`src/rtl/mips_pkg.sv`:
```
// mips_pkg: run-controller state encoding and shared core defaults
package mips_pkg;
  localparam int DEF_PC_W = 32;
  typedef enum logic [2:0] {IDLE, RST_HOLD, RUN, HALTED, TIMEOUT} state_t;
endpackage

```
`src/rtl/mips_run_ctrl_sat_counter.sv`:
```
// sat_counter: up-counter with enable and sync clear that sticks at all-ones
module sat_counter #(
  parameter int W = 32
) (
  input  logic         clk,
  input  logic         reset,
  input  logic         clr,
  input  logic         en,
  output logic [W-1:0] q
);
  always_ff @(posedge clk or negedge reset)
    if (!reset) q <= '0;
    else if (clr) q <= '0;
    else if (en && !(&q)) q <= q + 1'b1;
endmodule

```
`src/rtl/mips_run_ctrl.sv`:
```
// mips_run_ctrl: reset sequencing, cycle/write counting and halt/watchdog stop for the mips core
module mips_run_ctrl import mips_pkg::*; #(
  parameter int RST_CYCLES  = 4,
  parameter int CNT_W       = 32,
  parameter int MAX_CYCLES  = 100000,
  parameter int HALT_REPEAT = 4,
  parameter int PC_W        = DEF_PC_W
) (
  input  logic             clk,
  input  logic             reset,
  input  logic             start,
  input  logic [PC_W-1:0]  pc,
  input  logic             grf_we,
  output logic             cpu_reset,
  output logic             running,
  output logic             done,
  output logic             timeout,
  output logic [CNT_W-1:0] cycle_count,
  output logic [CNT_W-1:0] wr_count
);
  localparam int RW = RST_CYCLES > 1 ? $clog2(RST_CYCLES) : 1;
  localparam int HW = $clog2(HALT_REPEAT);
  localparam logic [63:0] WD = 64'(MAX_CYCLES - 1);
  state_t state, nxt;
  logic [RW-1:0] rcnt;
  logic [HW-1:0] scnt;
  logic [PC_W-1:0] pc_prev;
  logic pv, go, same, halt, wd;
  assign go = start && (state == IDLE || state == HALTED || state == TIMEOUT);
  assign same = pv && pc == pc_prev;
  // scnt holds matches already seen; this cycle's match makes HALT_REPEAT-1
  assign halt = state == RUN && same && scnt == HW'(HALT_REPEAT - 2);
  assign wd = state == RUN && 64'(cycle_count) == WD;
  always_ff @(posedge clk or negedge reset)
    if (!reset) state <= IDLE;
    else state <= nxt;
  always_comb
    nxt = go ? RST_HOLD
        : state == RST_HOLD && rcnt == RW'(RST_CYCLES - 1) ? RUN
        : halt ? HALTED
        : wd ? TIMEOUT
        : state;
  always_comb begin
    cpu_reset = state != RUN;
    running = state == RUN;
    done = state == HALTED;
    timeout = state == TIMEOUT;
  end
  always_ff @(posedge clk or negedge reset)
    if (!reset) begin
      rcnt <= '0;
      scnt <= '0;
      pc_prev <= '0;
      pv <= 1'b0;
    end else if (go) begin
      rcnt <= '0;
      scnt <= '0;
      pv <= 1'b0;
    end else begin
      if (state == RST_HOLD) rcnt <= rcnt + 1'b1;
      if (state == RUN) begin
        pc_prev <= pc;
        pv <= 1'b1;
        scnt <= same ? scnt + 1'b1 : '0;
      end
    end
  sat_counter #(.W(CNT_W)) u_cyc (
    .clk(clk), .reset(reset), .clr(go), .en(state == RUN), .q(cycle_count)
  );
  sat_counter #(.W(CNT_W)) u_wr (
    .clk(clk), .reset(reset), .clr(go), .en(state == RUN && grf_we), .q(wr_count)
  );
endmodule

```
`config.mk`:
```
export PLATFORM = sky130hd
export DESIGN_NAME = mips_run_ctrl
export DESIGN_NICKNAME = d
export VERILOG_FILES = /design/src/rtl/mips_pkg.sv /design/src/rtl/mips_run_ctrl_sat_counter.sv /design/src/rtl/mips_run_ctrl.sv
export SDC_FILE = /design/constraint.sdc
export NUM_CORES = 1
export LEC_CHECK = 0
export CORE_UTILIZATION = 40
export DETAILED_ROUTE_END_ITERATION = 10
export SLEW_MARGIN = 20
export SYNTH_ARGS = -nofsm -noshare
export SYNTH_HDL_FRONTEND = slang
export SYNTH_SLANG_ARGS = --single-unit
```
`constraint.sdc`:
```
create_clock -name clk -period 4.1 [get_ports clk]
set_input_delay 0.82 -clock clk [delete_from_list [all_inputs] [get_ports clk]]
set_output_delay 0.82 -clock clk [all_outputs]
set_load 0.05 [all_outputs]
```
==> metrics, run 1 <==
Placer Congestion 0.807; core area approximately 0.014 sq mm; most frequent cells in the layout nand2_1 (119), dfrtp_1 (104), clkdlybuf4s50_1 (101); top cells by area, synth dfrtp_1 (46%), nand2_1 (7.9%), or4_1 (4.1%); full die area ~0.015 sq mm; first-pass GRT wire length 24600 um; hold crit path type input pin to asynchronous set/reset pin; crit start category flop; Critical Path AT approximately 2200 ps; f_max 329 MHz; WHS roughly 500 ps; via count 5234; gr ovfl total 0; chip width 121 um; Post-Synthesis Cell Area approximately 0.0056 sq mm; Die Y-Extent 121 um; Setup TNS 0 ps; Synth cell types 50; WL/cell 16.1 um; fin. max-slew vios 0; final hold violation count 0; post-synth top area cell dfrtp_1; final worst-path cycle share 74.2%; share of the synthesized area in the top cell type a little under half; largest net degree at the start of global routing 52; clock tree from TritonCTS built; clock tree buffer depth 2; sequential fraction of the synthesis area 46.2%; initial antenna violation count 0; post-detailed-route via-to-cell ratio approximately 5.7; Seq cells post-synth 104; Pre-antenna DRT Iters 4; Clock transition at path regs ~70 ps; critical-path cell list or3b_1 > clkdlybuf4s50_1; Syn Nets just under 700; RSZ-0062 raised after global routing no; Pint 1.69 mW; clk_skew 10.0 ps; CTS Sinks 104; Area growth syn-to-layout 27.1%; Most used DFF post-synth dfrtp_1; Post-synth EDFFs 0; Root Buffer Master clkbuf_16; worst vdd ir 0.000245 V; outcome finished, final reports clean; sequential power share a little under half; Worst Tran Pin Value between 1000 and 1500 ps; clk_lat worst skew between 300 and 400 ps; most common cell after layout, fill and taps aside nand2_1; Setup Buffers After CTS 0; Post-synth ARST share 100%; critical path endpoint category output pin; Clock Power Share 37.5%; Initial Util between 40% and 50%; Post-Synthesis Cells ~640; switch share 27.6%; Synth Warn # 0; Critical Path Fanout Max 11; remaining antenna violation count after routing 0; syn avg cell area 8.86 sq um; aggregate routed wire length 14700 um; layout cells sized above 1 under 10%; crit-path max cell delay 790 ps; critical path type flop to output pin; drt drc 0; vias in the first global route 5003; combinational power share between 10 and 15%; # H-tree levels 3; DR iter-0 viols 278; Pleak 2.85 nW; Inserted Diodes 0; final setup fails 0; buffers added on ports 103; Sw Pwr 0.645 mW; post-CTS resize count 0; Slew headroom 30.1%; clock period minus worst slack ~3000 ps; Net count, final between 700 and 800; Pwr per Cell Area roughly 330 mW/mm^2; slowest cell on the critical path clkdlybuf4s50_1; max cap viols 0; total track usage around a fifth; number of buffers created by CTS 9; Final Util 51.8%; WP data required around 3300 ps; CTS Hold Bufs 0; IO Pins 104; std cell rows 43; HPWL after detailed placement 10400 um
cell families (layout without fill, tap and decap cells):
family	after synthesis	in the layout	synth area share, %
compound gates	126	126	13.9
mux	6	6	1.09
xor+xnor	28	28	4.35
buf+inv	46	144	3.35
fa+ha+maj	4	4	0.888
flops	104	104	46.2
simple gates	322	322	30.2
cells in the mapped netlist (2+ instances only):
cell	number
a21oi_1	38
a22o_1	3
and2_1	2
and3_1	16
and4_1	5
buf_2	4
clkbuf_1	23
dfrtp_1	104
ha_1	4
inv_1	16
mux2i_1	5
nand2_1	119
nand2b_1	9
nand3_1	40
nand3b_1	2
nand4_1	24
nand4bb_1	2
nor2_1	20
nor2b_1	3
nor3_1	6
nor4_1	13
nor4_2	3
o2111ai_1	3
o211ai_1	6
o21a_1	2
o21ai_0	37
o311ai_0	3
o31ai_1	24
o41ai_1	3
or3_1	21
or4_1	31
xnor2_1	25
xor2_1	3
final cells by class:
type                       count  area, sq um
fill                        1253         6670
multi-input combinational    486         2860
sequential                   104         2600
timing repair buffer         113         1110
clock buffer                  10          239
tap                          180          225
inverter                      16         60.1
clock inverter                 5         57.6
sequential cells by signal, summed over array words and instances (netlist names):
name     flops
rcnt         2
state        3
u_cyc.q     32
scnt         2
u_wr.q      32
pv           1
pc_prev     32
worst max-delay path: cells and delay by family (launching register included):
family | cells | cell delay [ps]
simple gates | 1 | 610
flops | 1 | 460
buf+inv | 1 | 790
metal layers:
layer  share of wire [%]  global-route usage, %  vias to the layer above  routed length (um)
li1                    -                      -                     2524                   -
met1                  46                   28.0                     2555                6700
met2                  48                   34.3                      142                7060
met3                 5.1                   5.00                       13                 747
met4                 1.3                   6.25                        0                 190
met5                   0                      0                        -                   0
metrics by stage:
stage / instance area (sq um) / power, mW / setup WS [ps] / std cells
5_1_grt: 7160 / 2.43 / 966 / 914
4_1_cts: 7150 / 2.37 / 1040 / 914
3_5_place_dp: 6850 / 1.48 / 872 / 899
3_3_place_gp: 6850 / 1.47 / 996 / 899
2_1_floorplan: 5630 / 1.33 / 1390 / 636
6_report: 7160 / 2.34 / 1060 / 914
power groups by stage:
stage	sequential (mW)	clock (mW)	combinational (mW)
global route	1.12	0.939	0.373
detailed placement	1.14	0	0.349
global placement	1.13	0	0.340
finish	1.12	0.878	0.344
CTS	1.12	0.904	0.349
floorplan	1.23	0	0.101
worst paths after layout:
check / to / start / slack [ps] / cells past startpoint
max: cpu_reset / state[0] / 1060 / 2
min: u_cyc.q[29] / reset / 500 / 1
max reg2reg: u_cyc.q[15] / state[0] / 1510 / 4
min reg2reg: pc_prev[12] / pc_prev[12] / 500 / 2
max in group asynchronous: u_wr.q[29] / reset / 2750 / 2
min in group clk: pc_prev[12] / pc_prev[12] / 500 / 2
(Power assumes the default switching activity.)
==> inputs of run 2 (changes only) <==
Clock period 4.1 ns to 3.15 ns, I/O delays scaled along.
==> run 2 against run 1 <==
Against the previous run:
- global-route usage rose by 0.086 points
- clock power rose by 38%
- final cell count rose by 0.88%
- largest cell class unchanged
- largest power group unchanged
- sequential power rose by 29%
- worst setup slack got worse by 720 ps
- worst hold slack got worse by 140 ps
- critical path type unchanged
- clock skew barely moved
- flip-flop and latch count did not move
==> metrics, run 2 (synthesis gave the netlist of run 1 again) <==
# H-tree levels 3; Clock transition at path regs 70 ps; most frequent cells in the layout nand2_1 (119), dfrtp_1 (104), clkdlybuf4s50_1 (100); Final Util 52.3%; IO Pins 104; std cell rows 43; WHS 357 ps; full die area ~0.015 sq mm; aggregate routed wire length roughly 15000 um; clk_lat worst skew approximately 350 ps; met2 wire length 7210 um; CTS Hold Bufs 0; R2R Path Start state[1]; Slew headroom 41.5%; R2R Path End u_cyc.q[15]; clock tree buffer depth 2; Inserted Diodes 0; WL/cell 16.0 um; drt drc 0; Critical Path Fanout Max 21; outcome finished, final reports clean; most common cell after layout, fill and taps aside nand2_1; f_max roughly 360 MHz; clk_skew between 10 and 15 ps; pre-CTS setup slack between 400 and 500 ps; post-detailed-route via-to-cell ratio 5.74; post-CTS resize count 0; worst vdd ir 0.000344 V; gr ovfl total 0; clock tree from TritonCTS built; WP data required between 2000 and 3000 ps; initial antenna violation count 0; total track usage 21.2%; Pre-antenna DRT Iters 4; Pwr per Cell Area 431 mW/mm^2; critical path type flop to output pin; chip width 121 um; core area about 0.014 sq mm; HPWL after detailed placement 10300 um; final setup fails 0; critical path endpoint category output pin; design area 0.00723 sq mm; via count 5290; RSZ-0062 raised after global routing no; multi-input logic area about 0.0028 sq mm; Initial Util 40.7%; Critical Path AT ~2200 ps; clock period minus worst slack 2810 ps; number of buffers created by CTS 9; largest net degree at the start of global routing 61; Pleak 2.90 nW; first-pass GRT wire length 24400 um; Net count, final 777; crit start category flop; fin. max-slew vios 0; Largest regs pc_prev x32, u_cyc.q x32, u_wr.q x32; DR iter-0 viols 343; fill count 1256; met1 WL 6630 um; met3 wire length 756 um; final hold violation count 0; Root Buffer Master clkbuf_16; Die Y-Extent between 100 and 150 um; remaining antenna violation count after routing 0; Placer Congestion 0.786; Reg2Reg Depth 4; Area growth syn-to-layout 28.2%; Max Used Layer met4; hold crit path type input pin to asynchronous set/reset pin; register area 0.00260 sq mm; layout cells sized above 1 5.53%; buffers added on ports 103; Setup Buffers After CTS 0; vias in the first global route 4905; final worst-path cycle share 89.3%; max cap viols 0; Worst Tran Pin Value 870 ps; reg2reg setup slack ~500 ps; CTS Sinks 104; worst setup margin roughly 340 ps; Setup TNS 0 ps; placed cell area 0.00691 sq mm
run 2: layer usage:
metal | global-route usage, % | vias up
li1 | - | 2542
met1 | 28.4 | 2592
met2 | 34.2 | 144
met3 | 5.47 | 12
met4 | 5.40 | 0
met5 | 0 | -
run 2: how the worst max path moves through the flow:
stage	startpoint	endpoint	slack, ps	depth (start not counted)
final	state[1]	running	340	4
after global routing	state[0]	running	180	4
after CTS	state[0]	running	280	4
after detailed placement	grf_we	u_wr.q[24]	440	5
after global placement	grf_we	u_wr.q[26]	520	5
after floorplan	state[0]	running	630	5
run 2: area by class of cell:
| cell class | instances | share of cell area, % |
|---|---|---|
| multi-input combinational | 486 | 39.4 |
| sequential | 104 | 36.0 |
| timing repair buffer | 120 | 16.3 |
| clock buffer | 13 | 3.46 |
| tap | 180 | 3.12 |
| clock inverter | 3 | 0.900 |
| inverter | 16 | 0.831 |
run 2: report_power, final:
group	switching, mW	internal (mW)
Combinational	0.273	0.179
Clock	0.489	0.718
Sequential	0.0596	1.39
run 2: critical path, cell delays in order (launching register included):
cell	delay, ps
dfrtp_1	470
or3b_1	630
inv_1	250
buf_4	290
buf_12	170
run 2: metrics by stage:
stage | total power, mW | cells
after floorplan | 1.73 | 636
after global placement | 1.92 | 906
after detailed placement | 1.93 | 906
after CTS | 3.16 | 922
after global routing | 3.25 | 922
final | 3.11 | 922
==> inputs of run 3 (changes only) <==
Settings changed: ABC_CLOCK_PERIOD_IN_PS set to 3150, SLEW_MARGIN 20 to not set.
==> results of run 3 <==
Final layout, timing and power as in run 2 (identical DEF).
==> variant 1: new RTL, config.mk and constraints of run 3 <==
`DEF_PC_W`: 32 -> 64.
--- a/src/rtl/mips_pkg.sv
+++ b/src/rtl/mips_pkg.sv
@@ -2,3 +2,3 @@
 package mips_pkg;
-  localparam int DEF_PC_W = 32;
+  localparam int DEF_PC_W = 64;
   typedef enum logic [2:0] {IDLE, RST_HOLD, RUN, HALTED, TIMEOUT} state_t;
Ports: changed (resized pc); port bits go from 104 to 136. The function was not compared with the original's and may differ.
==> variant 1 against run 3 <==
  * Sequential share of layout area shrank 0.41 points
  * Worst setup slack improved by 140 ps
  * Count of clock-buffer cells in the layout up 7
  * Sequential cell count up 32
  * Routed wire length grew 28%
  * Total power grew 49%
  * Design area grew 32%
  * Clock skew shrank 1.6 ps
  * Synthesized cell count rose by 31%
  * Synthesized area up 30%
  * Largest power group is now clock
  * Highest routed layer unchanged
==> variant 1: results (changes against run 3) <==
The half-perimeter wire length after placement is 13300 um (was 10300 um), and the net switching share of the total power is 24.1% (was 26.4%). The share of async-settable or async-resettable flops after synthesis was 100% (unchanged). Reg-to-reg endpoint: state[2]$_DFFE_PN0P_ (was u_cyc.q[15]$_DFFE_PN0P_). The maximum vdd drop was 372 uV (was 344 uV); the clock insertion delay at the later pin of the skew report was 420 ps (was 350 ps).

Initial DRC count: 472 (was 343). The tools report the critical path endpoint as running (unchanged). The number of nets in the finished design is 1031 (was 777). The logs give 0 (unchanged) for the total overflow reported by the global router and 8.61 ps (was 10.2 ps) for the clock skew after layout. The clock-pin slew on the worst setup and hold paths was 60 ps. The kind of start point of the critical path is a flip-flop (unchanged). The cell type group with the largest total delay on the critical path was simple AND/OR/NAND/NOR gates (was buffers and inverters).

The number of clock buffers inserted by TritonCTS came out at 17 (was 9). The number of buffers inserted by port buffering came out at 135 (was 103). The startpoint of the worst-slack reg-to-reg timing path is state[1]$_DFFE_PN0P_ (unchanged). The layout cell share with drive strength beyond 1 is 6.79% (was 5.53%).

The net count after synthesis was 903 (was 676). Number of warnings issued by yosys: 0 (unchanged). Most instantiated flip-flop cell in the synthesis netlist: dfrtp_1 (unchanged). The standby leakage power is 0.00397 uW (was 0.00290 uW). The run finished with clean final reports. The final estimated routing congestion in global placement is 0.861 (was 0.786), and the setup TNS is 0 ps (unchanged). Slack of the worst reg-to-reg path: 540 ps (was 510 ps). The number of setup buffers added after CTS was 0 (unchanged).

Largest registers: pc_prev (64), u_cyc.q (32), u_wr.q (32) (was pc_prev (32), u_cyc.q (32), u_wr.q (32)). The maximum single-stage delay on the critical path was 570 ps (was 630 ps); the via count of the first global-routing pass was 6129 (was 4905). Sum of routed wire length over all layers: 18900 um (was 14700 um). The via count normalized by instance count is 5.47 (was 5.74), and the count of inserted antenna diode cells is 0 (unchanged). For the post-cts repair resize count, the log shows 0 (unchanged). The slew at the pin closest to its max-slew limit is 845 ps (was 870 ps).

The logs give 46.5% (was 46.2%) for the post-synthesis sequential area ratio and 5 (was 4) for the detailed-router iteration count before antenna repair. The library cell used as clock root buffer is clkbuf_16 (unchanged). For the distinct cell type count after synthesis, the log shows 60 (was 50). The global-route wire length before repair came out at 31200 um (was 24400 um).

Level count of the clock H-tree: 4 (was 3). The logs give 21.2% (about the same) for the global-route usage over all layers and 2040 ps (was 2180 ps) for the critical path arrival. The worst reg-to-reg path cell count is 6 (was 4).

List of most frequent post-synthesis cells: 221 x nand2_1, 136 x dfrtp_1, 49 x xnor2_1 (was 119 x nand2_1, 104 x dfrtp_1, 40 x nand3_1). The maximum number of pins on one net before global-route repair was 65 (was 61). Synth area leaders: dfrtp_1 47%, nand2_1 11%, xnor2_1 5.9%, nand4_1 2.8%, a21oi_1 2.8% (was dfrtp_1 46%, nand2_1 7.9%, or4_1 4.1%, xnor2_1 3.9%, nand3_1 3.6%). The type of the worst min-delay path is input pin to async pin (unchanged). The number of antenna violations at the first check in global routing came out at 0 (unchanged).

The worst-path maximum fanout is 22 (was 21). The slowest cell on the critical path was or3b_4 (was or3b_1).
variant 1: cell types whose count changed in the layout (fill, tap and decap cells not counted), moves of 8 or more:
cell and delta:
clkbuf_16 +8, nand2_1 +102, nand4_1 +9, dfrtp_1 +32, clkdlybuf4s50_1 +32, nor3_1 +9, and3_1 -10, xnor2_1 +24
variant 1: worst min path at each step:
stage	end	slack [ps]	cells after the start
after CTS	u_wr.q[24]$_DFFE_PN0P_	220	1
final	u_wr.q[24]$_DFFE_PN0P_	190	1
after global placement	pc_prev[11]$_DFFE_PN0P_	460	2
after floorplan	pc_prev[0]$_DFFE_PN0P_	330	0
after global routing	u_wr.q[24]$_DFFE_PN0P_	240	1
after detailed placement	pc_prev[11]$_DFFE_PN0P_	470	2
variant 1: layer usage:
layer  vias to the layer above  GRT usage (%)  part of all wire [%]
met1                      3136           29.3                    47
met2                       186           32.6                    46
met5                         -              0                     0
met4                         0           6.04                   1.1
li1                       3230              -                     -
met3                        17           5.70                   6.2
variant 1: power groups by stage:
| stage | sequential [uW] | clock [uW] | combinational, uW |
|---|---|---|---|
| floorplan | 2020 | 0 | 164 |
| global placement | 1930 | 0 | 505 |
| detailed placement | 1930 | 0 | 510 |
| CTS | 1900 | 2280 | 511 |
| global route | 1910 | 2350 | 548 |
| finish | 1900 | 2230 | 501 |
variant 1: final cells by class:
class / count / area (um2)
Tap cell: 229 / 287
Multi-Input combinational cell: 641 / 3670
Clock inverter: 12 / 196
Inverter: 16 / 60.1
Sequential cell: 136 / 3400
Timing Repair Buffer: 147 / 1480
Fill cell: 1713 / 8410
Clock buffer: 20 / 467
variant 1: logic make-up after synthesis:
kind of cell | count (synthesis) | share of synthesized area, %
AO/OA/AOI/OAI | 131 | 11.3
XOR/XNOR | 53 | 6.35
adder cells (fa/ha/maj) | 4 | 0.684
buffers and inverters | 54 | 3.39
flip-flops | 136 | 46.5
multiplexers | 9 | 1.25
AND/OR/NAND/NOR | 444 | 30.5
variant 1: per-stage QoR:
stage	cells	util, %	power [uW]	setup WS [ps]	instance area [um2]
final	1201	53.2	4630	480	9560
after CTS	1201	53.2	4690	447	9560
after global placement	1169	49.5	2430	518	8890
after floorplan	831	-	2190	574	7310
after global routing	1201	53.2	4810	361	9560
after detailed placement	1169	49.5	2440	418	8890
==> variant 2: new RTL, settings of run 3 <==
Without the edit above. Make the reset (`reset`) synchronous in 3 clocked blocks.
--- a/src/rtl/mips_run_ctrl_sat_counter.sv
+++ b/src/rtl/mips_run_ctrl_sat_counter.sv
@@ -10,3 +10,3 @@
 );
-  always_ff @(posedge clk or negedge reset)
+  always_ff @(posedge clk)
     if (!reset) q <= '0;
--- a/src/rtl/mips_run_ctrl.sv
+++ b/src/rtl/mips_run_ctrl.sv
@@ -33,3 +33,3 @@
   assign wd = state == RUN && 64'(cycle_count) == WD;
-  always_ff @(posedge clk or negedge reset)
+  always_ff @(posedge clk)
     if (!reset) state <= IDLE;
@@ -48,3 +48,3 @@
   end
-  always_ff @(posedge clk or negedge reset)
+  always_ff @(posedge clk)
     if (!reset) begin
Check against the original RTL: differs if reset is asserted again (counterexample within 10 cycles, from zero or initial values and one cycle with reset low); with reset held inactive, the same outputs for 10 cycles.
==> variant 2 against run 3 <==
  * Global-route usage hardly changed
  * Register-to-register slack better by 160 ps
  * Largest cell class unchanged
  * Sequential cell count stayed put
  * Worst setup slack better by 120 ps
  * Count of clock-buffer cells in the layout is 1 lower
  * Synthesized cell count is 3.0% higher
  * Via count is 2.0% lower
  * Synthesized area is 7.7% lower
  * Design area is 6.5% lower
  * Routed wire length is 5.9% lower
Power is not compared: it rests on default switching activity, and its combinational part moved more than twofold at a synthesized area within 25%.
==> variant 2: results (changes against run 3) <==
Synth area leaders: dfxtp_1 40%, a21oi_1 8.2%, nand2_1 7.2%, or3_1 4.7%, xnor2_1 4.2% (was dfrtp_1 46%, nand2_1 7.9%, or4_1 4.1%, xnor2_1 3.9%, nand3_1 3.6%). The startpoint of the worst-slack reg-to-reg timing path is state[1]$_SDFFE_PP0P_ (was state[1]$_DFFE_PN0P_). The area used by sequential logic in the layout came out at 0.00208 mm2 (was 0.00260 mm2). Reg-to-reg endpoint: state[2]$_SDFFE_PP0P_ (was u_cyc.q[15]$_DFFE_PN0P_). The worst reg-to-reg path cell count is 7 (was 4), and the via count of the first global-routing pass is 4796 (was 4905). The half-perimeter wire length after placement is 10000 um (was 10300 um), and the detailed-router iteration count before antenna repair is 5 (was 4).

The tools report the clock skew after layout as 5.15 ps (was 10.2 ps). The tools report the launch point of the critical path as state[1]$_SDFFE_PP0P_ (was state[1]$_DFFE_PN0P_). The layout cell share with drive strength beyond 1 was 5.29% (was 5.53%). The global-route usage over all layers was 21.2% (about the same).

The worst-path maximum fanout is 20 (was 21), and the global-route wire length before repair is 22800 um (was 24400 um). The run gives 12 (was 13) as the number of clock buffer instances in the layout. The run gives 36 (was 61) as the maximum number of pins on one net before global-route repair. The non-clock buffer total of the final layout works out to 117 (was 120).

The share of async-settable or async-resettable flops after synthesis works out to 0% (was 100%). The tools report the distinct cell type count after synthesis as 52 (was 50). For the count of filler cells inserted in the layout, the log shows 1222 (was 1256). The flow ran to the end, and the final reports show no timing, DRC or antenna violations. The post-synthesis sequential area ratio was 40.0% (was 46.2%); the cell area after placement was 0.00645 mm2 (was 0.00691 mm2).

The run gives 104 (unchanged) as the number of flip-flops and latches. The initial DRC count was 304 (was 343). List of most frequent post-synthesis cells: 104 x dfxtp_1, 100 x nand2_1, 85 x a21oi_1 (was 119 x nand2_1, 104 x dfrtp_1, 40 x nand3_1).

The parity-gate share of the synthesized area counting xor and xnor cells came out at 4.38% (was 4.35%). Slew at the pin closest to its max-slew limit: 541 ps (was 870 ps). The slack of the worst reg-to-reg path was 670 ps (was 510 ps); the post-route total power was 2600 uW. Type of the worst min-delay path: flip-flop to flip-flop (was input pin to async pin).
[variant 2: cell count changes in the layout (fill, tap and decap cells not counted), sizes merged, moves of 5 or more]
cell    change
nand3       -8
a21oi      +47
dfxtp     +104
or3        +18
nand2b      -5
and2        +5
and3        -7
nand4       +5
nand2      -19
dfrtp     -104
[variant 2: through the flow]
stage	hold slack [ps]	instances	utilization [%]	setup slack, ps
detailed placement	454	913	50.9	487
floorplan	436	655	-	651
global placement	447	913	50.9	593
finish	456	928	53.3	453
global route	483	928	53.3	323
CTS	464	928	53.3	422
[variant 2: per-layer routing]
| metal | share of wire, % | track usage [%] | vias to the layer above |
|---|---|---|---|
| li1 | - | - | 2609 |
| met1 | 47 | 27.7 | 2439 |
| met2 | 47 | 35.1 | 119 |
| met3 | 4.3 | 3.61 | 15 |
| met4 | 1.4 | 7.69 | 0 |
| met5 | 0 | 0 | - |
[variant 2: worst max-delay path, cell delays in order (launching register included)]
cell,delay [ps]
dfxtp_1,420
or3b_1,550
inv_2,270
buf_4,300
buf_12,170
